<file path="src/rtl/i_cache_control_if.sv">
// i_cache_control_if: CPU, datapath and physical-memory signals of the instruction-cache controller
interface i_cache_control_if;
    logic        mem_read;
    logic [15:0] mem_address;
    logic        mem_resp;
    logic        hit;
    logic        lru_out;
    logic        waydatamux_sel;
    logic        lru_write;
    logic        lru_data;
    logic        way0_write;
    logic        way1_write;
    logic        way0_valid_data;
    logic        way1_valid_data;
    logic        pmem_read;
    logic [15:0] pmem_address;
    logic        pmem_resp;
    modport master (
        output mem_read, mem_address, hit, lru_out, waydatamux_sel, pmem_resp,
        input  mem_resp, lru_write, lru_data, way0_write, way1_write,
               way0_valid_data, way1_valid_data, pmem_read, pmem_address
    );
    modport slave (
        input  mem_read, mem_address, hit, lru_out, waydatamux_sel, pmem_resp,
        output mem_resp, lru_write, lru_data, way0_write, way1_write,
               way0_valid_data, way1_valid_data, pmem_read, pmem_address
    );
endinterface

</file>
<file path="src/rtl/i_cache_control.sv">
// i_cache_control: two-state instruction-cache controller with saturating hit/miss statistics
module i_cache_control #(
    parameter int CNT_W = 16
) (
    input  logic               clk,
    input  logic               reset_n,
    i_cache_control_if.slave   bus,
    input  logic               clr_stats,
    output logic [CNT_W-1:0]   hit_count,
    output logic [CNT_W-1:0]   miss_count
);
    typedef enum logic {IDLE, FILL} state_t;
    state_t state_q, state_d;
    logic [CNT_W-1:0] hit_q, hit_d, miss_q, miss_d;
    logic idle, fill, hit_ev, miss_ev, fill_done;
    // decodes are gated by reset_n so every strobe is low while reset is held
    assign idle      = reset_n && state_q == IDLE;
    assign fill      = reset_n && state_q == FILL;
    assign hit_ev    = idle && bus.mem_read && bus.hit;
    assign miss_ev   = idle && bus.mem_read && !bus.hit;
    assign fill_done = fill && bus.pmem_resp;
    assign bus.mem_resp        = hit_ev;
    assign bus.lru_write       = hit_ev;
    assign bus.lru_data        = ~bus.waydatamux_sel;
    assign bus.pmem_read       = fill;
    assign bus.pmem_address    = {bus.mem_address[15:4], 4'b0000};
    assign bus.way0_write      = fill_done && !bus.lru_out;
    assign bus.way1_write      = fill_done && bus.lru_out;
    assign bus.way0_valid_data = bus.way0_write;
    assign bus.way1_valid_data = bus.way1_write;
    assign hit_count  = hit_q;
    assign miss_count = miss_q;
    // next state and saturating counter updates; clear wins over increment
    always_comb begin
        state_d = miss_ev ? FILL : fill_done ? IDLE : state_q;
        hit_d   = clr_stats ? '0 : (hit_ev && !(&hit_q)) ? hit_q + CNT_W'(1) : hit_q;
        miss_d  = clr_stats ? '0 : (miss_ev && !(&miss_q)) ? miss_q + CNT_W'(1) : miss_q;
    end
    // state and statistics registers
    always_ff @(posedge clk or negedge reset_n) begin
        if (!reset_n) begin
            state_q <= IDLE;
            hit_q   <= '0;
            miss_q  <= '0;
        end else begin
            state_q <= state_d;
            hit_q   <= hit_d;
            miss_q  <= miss_d;
        end
    end
endmodule

</file>
<file path="src/flat_wrapper.sv">
// flat-port wrapper written by rule: the top's interface ports become plain ports
module i_cache_control_flat 
#(
    parameter int CNT_W = 16
)
  (clk, reset_n, clr_stats, hit_count, miss_count, bus_mem_read, bus_mem_address, bus_hit, bus_lru_out, bus_waydatamux_sel, bus_pmem_resp, bus_mem_resp, bus_lru_write, bus_lru_data, bus_way0_write, bus_way1_write, bus_way0_valid_data, bus_way1_valid_data, bus_pmem_read, bus_pmem_address);
  i_cache_control_if bus_i ();
  input  logic clk;
  input  logic reset_n;
  input  logic clr_stats;
  output logic [CNT_W-1:0] hit_count;
  output logic [CNT_W-1:0] miss_count;
  input wire logic [$bits(bus_i.mem_read)-1:0] bus_mem_read;
  input wire logic [$bits(bus_i.mem_address)-1:0] bus_mem_address;
  input wire logic [$bits(bus_i.hit)-1:0] bus_hit;
  input wire logic [$bits(bus_i.lru_out)-1:0] bus_lru_out;
  input wire logic [$bits(bus_i.waydatamux_sel)-1:0] bus_waydatamux_sel;
  input wire logic [$bits(bus_i.pmem_resp)-1:0] bus_pmem_resp;
  output wire logic [$bits(bus_i.mem_resp)-1:0] bus_mem_resp;
  output wire logic [$bits(bus_i.lru_write)-1:0] bus_lru_write;
  output wire logic [$bits(bus_i.lru_data)-1:0] bus_lru_data;
  output wire logic [$bits(bus_i.way0_write)-1:0] bus_way0_write;
  output wire logic [$bits(bus_i.way1_write)-1:0] bus_way1_write;
  output wire logic [$bits(bus_i.way0_valid_data)-1:0] bus_way0_valid_data;
  output wire logic [$bits(bus_i.way1_valid_data)-1:0] bus_way1_valid_data;
  output wire logic [$bits(bus_i.pmem_read)-1:0] bus_pmem_read;
  output wire logic [$bits(bus_i.pmem_address)-1:0] bus_pmem_address;
  assign bus_i.mem_read = bus_mem_read;
  assign bus_i.mem_address = bus_mem_address;
  assign bus_i.hit = bus_hit;
  assign bus_i.lru_out = bus_lru_out;
  assign bus_i.waydatamux_sel = bus_waydatamux_sel;
  assign bus_i.pmem_resp = bus_pmem_resp;
  assign bus_mem_resp = bus_i.mem_resp;
  assign bus_lru_write = bus_i.lru_write;
  assign bus_lru_data = bus_i.lru_data;
  assign bus_way0_write = bus_i.way0_write;
  assign bus_way1_write = bus_i.way1_write;
  assign bus_way0_valid_data = bus_i.way0_valid_data;
  assign bus_way1_valid_data = bus_i.way1_valid_data;
  assign bus_pmem_read = bus_i.pmem_read;
  assign bus_pmem_address = bus_i.pmem_address;
  i_cache_control #(.CNT_W(CNT_W)) u_core (.clk(clk), .reset_n(reset_n), .bus(bus_i), .clr_stats(clr_stats), .hit_count(hit_count), .miss_count(miss_count));
endmodule
</file>
<file path="config.mk">
export PLATFORM = sky130hd
export DESIGN_NAME = i_cache_control_flat
export DESIGN_NICKNAME = d
export VERILOG_FILES = /design/src/rtl/i_cache_control_if.sv /design/src/rtl/i_cache_control.sv /design/src/flat_wrapper.sv
export SDC_FILE = /design/constraint.sdc
export NUM_CORES = 1
export LEC_CHECK = 0
export CAP_MARGIN = 15
export CELL_PAD_IN_SITES_DETAIL_PLACEMENT = 2
export CELL_PAD_IN_SITES_GLOBAL_PLACEMENT = 2
export CORE_UTILIZATION = 23
export CTS_BUF_LIST = sky130_fd_sc_hd__clkbuf_8
export CTS_CLUSTER_DIAMETER = 30
export DETAILED_ROUTE_END_ITERATION = 12
export HOLD_SLACK_MARGIN = 0.06
export PLACE_DENSITY = 0.82
export SLEW_MARGIN = 20
export SYNTH_ARGS = -nofsm -noshare
export SYNTH_HDL_FRONTEND = slang
export SYNTH_SLANG_ARGS = --single-unit
</file>
<file path="constraint.sdc">
create_clock -name clk -period 2.05 [get_ports clk]
set_clock_uncertainty 0.15 [all_clocks]
set_input_delay 0.3075 -clock clk [delete_from_list [all_inputs] [get_ports clk]]
set_output_delay 0.3075 -clock clk [all_outputs]
set_load 0.005 [all_outputs]
</file>
Yosys cells after proc, flatten, opt, wreduce, memory -nomap -nowiden
Cells that the tools add are included.
W data, S select, Z words.
{"block": "word_totals", "register_bits": 33, "wordCells": 32, "inputBits": 24, "out_inout_bits": 56}
{"block": "classes", "n_addsub": 2, "n_mux": 6, "bitwise_logic": 2, "reduce_logical": 19}
{"operator": "$mux W16", "n": 4}
{"operator": "$add A16 B1 Y16 const B", "n": 2}
{"operator": "$reduce_and A16 Y1", "n": 2}
{"operator": "$logic_and A1 B1 Y1", "n": 10}
{"operator": "$reduce_bool A2 Y1", "n": 3}
{"operator": "$logic_not A1 Y1", "n": 4}
{"operator": "$mux W1", "n": 2}
{"operator": "$not A1 Y1", "n": 2}

Logic depth before layout (Yosys ltp)
{"block": "logic_depth", "word_depth": 7, "depth_mapped": 6, "mapped_depth_nobuf": 6}

Worst setup path before layout
Ideal clock, no wire load.
{"block": "synth_path", "kind": "register to register", "startpoint": "register u_core.state_q", "endpoint": "register u_core.miss_q[11] (netlist: u_core.miss_count[11])", "setup_time_ps": 132, "path_stages_with_launch": 6, "setup_slack_ps": 149, "arrival_time_ps": 1620, "cell_sequence": "dfrtp_1 nand4bb_4 or4_4 nor4b_2 xnor2_1 nor2_1"}
{"block": "synth_between", "elab_chain_len": 6}
{"item": "start, declared", "line_no": "i_cache_control.sv:13", "text": "state_t state_q, state_d;"}
{"item": "start signal, assigned", "line_no": "i_cache_control.sv:46", "text": "state_q <= state_d;"}
{"item": "$not A1 Y1", "line_no": "i_cache_control.sv:17", "text": "assign idle = reset_n && state_q == IDLE;"}
{"item": "$logic_and A1 B1 Y1", "line_no": "i_cache_control.sv:17"}
{"item": "$logic_and A1 B1 Y1 (2 in a row)", "line_no": "i_cache_control.sv:20", "text": "assign miss_ev = idle && bus.mem_read && !bus.hit;"}
{"item": "$logic_and A1 B1 Y1", "line_no": "i_cache_control.sv:37", "text": "miss_d = clr_stats ? '0 : (miss_ev && !(&miss_q)) ? miss_q + CNT_W'(1) : miss_q;"}
{"item": "$reduce_bool A2 Y1 (no line)"}
{"item": "end signal, assigned", "line_no": "i_cache_control.sv:48", "text": "miss_q <= miss_d;"}
{"item": "end, declared", "line_no": "i_cache_control.sv:14", "text": "logic [CNT_W-1:0] hit_q, hit_d, miss_q, miss_d;"}
Every way passes these cells.
A chain may end at the register's enable or synchronous reset.

Final worst setup path
{"block": "layout_path", "startpoint": "register u_core.state_q", "endpoint": "register u_core.hit_q[5] (netlist: u_core.hit_count[5])"}
{"block": "layout_between", "elab_chain_len": 6}
{"item": "$not A1 Y1", "line_no": "i_cache_control.sv:17"}
{"item": "$logic_and A1 B1 Y1", "line_no": "i_cache_control.sv:17"}
{"item": "$logic_and A1 B1 Y1 (2 in a row)", "line_no": "i_cache_control.sv:19", "text": "assign hit_ev = idle && bus.mem_read && bus.hit;"}
{"item": "$logic_and A1 B1 Y1", "line_no": "i_cache_control.sv:36", "text": "hit_d = clr_stats ? '0 : (hit_ev && !(&hit_q)) ? hit_q + CNT_W'(1) : hit_q;"}
{"item": "$reduce_bool A2 Y1 (no line)"}
{"item": "end signal, assigned", "line_no": "i_cache_control.sv:47", "text": "hit_q <= hit_d;"}
{"item": "end, declared", "line_no": "i_cache_control.sv:14"}
Every way passes these cells.

==> flow_summary.toml <==
[status]
status = "complete, no violations"

[placed_design]
portBuffers = 47
place_area_um2 = 2560
hpwl_um = 4370
gp_congestion = 0.797
pre_cts_ws_ns = -0.381

[timing]
post-route-period-util_pct = 96.9
grt_setup_unrepaired = "yes"
setup-violations-final = 0
tns_ns = 0
report.final.slew_viol_count = 0
finalCriticalPeriod_ns = 1.99
fmax_mhz = 503
fin_ws_ns = 0.0634
finalHoldViolations = 0

[final_layout]
area_growth_pct = 46.6
design_area_um2 = 2850
diodes = 0
fin_util_pct = 34.7
drive_above_1_share_pct = 22.6
fin_nets = 300
regArea_um2 = 827
n_fill_cell = 901
multi_input_area_um2 = 1060

[synthesis]
ys_types = 41
synth_ff_type = "dfrtp_1"
syn-cell-area_um2 = 1950
synthArstFlopShare_pct = 100
synth_seq_area_share_pct = 42.4
synth_cells = 208
yosys-top-cells-count = "dfrtp_1 (33), nor2_1 (25), buf_4 (19)"
synth_top_area_share_pct = 42.4
yosys.area.top_type = "dfrtp_1"
synth_warnings = 0
synth.most_common_cell = "dfrtp_1"
synth_area_leaders = "dfrtp_1 (42%), buf_4 (7.3%), xnor2_1 (6.3%)"
ys_ff_latch = 33
syn-mean-instance-area_um2 = 9.35
synth_edf_count = 0

[clock_network]
htreeDepth = 2
clk_pin_slew_ns = 0.07
ctsRootBufferMaster = "clkbuf_8"
cts_tree = "built"
clk-insertion-delay-late_ns = 0.29
clk_path_buf_depth = 2
cts_sinks = 33
cts_made_buffers = 5

[power]
switching_share_pct = 25.3
p_int_mw = 1.04
clkPwrFrac_pct = 36.4
power_mw = 1.39
ir_worst_vdd_uv = 194
leakagePower_nw = 1.19
powerDensity_nw_per_um2 = 487
switchingPower_mw = 0.352
p_comb_share_pct = 14.5
seq_power_share_pct = 49.1

[drt]
drc = 0
drt_iter0_drc = 38
routed_via_density = 4.79
dr.pass1.iters = 4
vias = 1814
wl_um = 6300
ant_nets = 0
wire_per_inst_um = 16.6

[setup_path]
rrSetupSlack_ns = 0.06
r2r_end = "u_core.hit_count[5]"
cp.required_ns = 2.11
crit_fanout = 5
worstSetupPathType = "reg2reg"
arrival_ns = 2.05
worst_setup_path_start_kind = "flip-flop"
r2r_cells = 7
r2r-start = "u_core.state_q"
critPathCaptureType = "flip-flop"

[floorplanning]
dieArea_um2 = 8830
core_um2 = 8220
initial_core_util_pct = 23.7
fp-row-count = 33
ios = 80
die_width_um = 94.0
die_h_um = 94.0

[global_routing]
gr-usage-met1_pct = 17.8
top_usage_layer = "met2"
antenna_found_initial = 0
grt_max_degree = 33
grt.total_usage_pct = 14.7
met2_usage_pct = 25.9
grt-ovfl-total = 0
grt_pass1_wl_um = 9960
gr-usage-met3_pct = 2.91
grt_pass1_vias = 1938

[min_path]
hold_path_class = "in2async"

[flow_run]
cap_viol_max_count = 0
[sequential cells by signal (all words and copies together) (netlist names)]
register and count:
u_core.miss_count 16, u_core.hit_count 16, u_core.state_q 1
[layout by cell type, fill, tap and decap left out, types with 4 or more instances in the layout]
cell type,synthesis,final
nand3_1,7,7
conb_1,1,4
buf_4,19,26
dlygate4sd2_1,0,6
nand4_1,8,8
or3_1,4,4
inv_1,6,6
nand2_1,16,15
dfrtp_1,33,32
nor3_1,7,5
xnor2_1,14,14
clkdlybuf4s50_1,0,38
a21oi_1,13,10
o21ai_0,6,6
nor2_1,25,24
clkbuf_8,0,6
[cell families (layout without fill, tap and decap cells)]
group	count (synthesis)	in the layout	share of synthesized area (%)
other	1	4	0.193
buffers and inverters	28	91	9.07
muxes	3	3	1.54
and+or+nand+nor	94	94	28.2
adders and majority gates	2	2	1.29
xor gates and xnor gates	17	17	7.65
AOI/OAI and AO/OA	30	30	9.65
DFF	33	33	42.4
[critical path: stages, from the launching register on]
cell      delay (ns)
dfrtp_1         0.43
nand4b_1        0.28
inv_2           0.12
buf_6           0.11
buf_6           0.10
o21ai_4         0.06
or4_1           0.52
a21oi_1         0.14
[metal layers]
layer | wire length [um] | share of wire (%) | vias to the layer above
li1 | - | - | 849
met5 | 0 | 0 | -
met2 | 3190 | 51 | 41
met4 | 77 | 1.2 | 0
met3 | 219 | 3.5 | 6
met1 | 2820 | 45 | 918
[cell type report]
type | instances | area share [%]
flip-flops and latches | 33 | 29.0
repair buffers | 78 | 25.3
inverters | 6 | 0.789
well taps | 105 | 4.61
multi-input cells | 150 | 37.3
clock buffers | 6 | 2.89
clock inverters | 1 | 0.132
[worst max path at each step]
stage / start / end
2_1_floorplan: u_core.state_q / u_core.miss_count[11]
3_3_place_gp: bus_hit / u_core.miss_count[15]
3_5_place_dp: bus_mem_read / u_core.hit_count[12]
4_1_cts: u_core.state_q / u_core.hit_count[8]
5_1_grt: u_core.state_q / u_core.hit_count[7]
6_report: u_core.state_q / u_core.hit_count[5]
[timing repair]
action	CTS	global route
resized for setup	15	18
hold buffers	2	0
endpoints found under the setup margin	15	22
hold endpoints to repair	1	0
setup buffers	3	6
pin swaps	7	11
[per-stage QoR]
step | instances | hold slack, ns
finish | 379 | 0.334
global route | 379 | 0.343
CTS | 373 | 0.313
detailed placement | 361 | 0.00457
global placement | 361 | 0.000556
floorplan | 211 | -0.138
[power groups by stage]
stage / Clock (mW) / Sequential, mW / Combinational, mW
6_report: 0.506 / 0.683 / 0.201
5_1_grt: 0.557 / 0.684 / 0.219
4_1_cts: 0.539 / 0.683 / 0.189
3_5_place_dp: 0 / 0.695 / 0.178
3_3_place_gp: 0 / 0.692 / 0.173
2_1_floorplan: 0 / 0.691 / 0.0995
No activity file was read; power rests on OpenSTA's default activity.
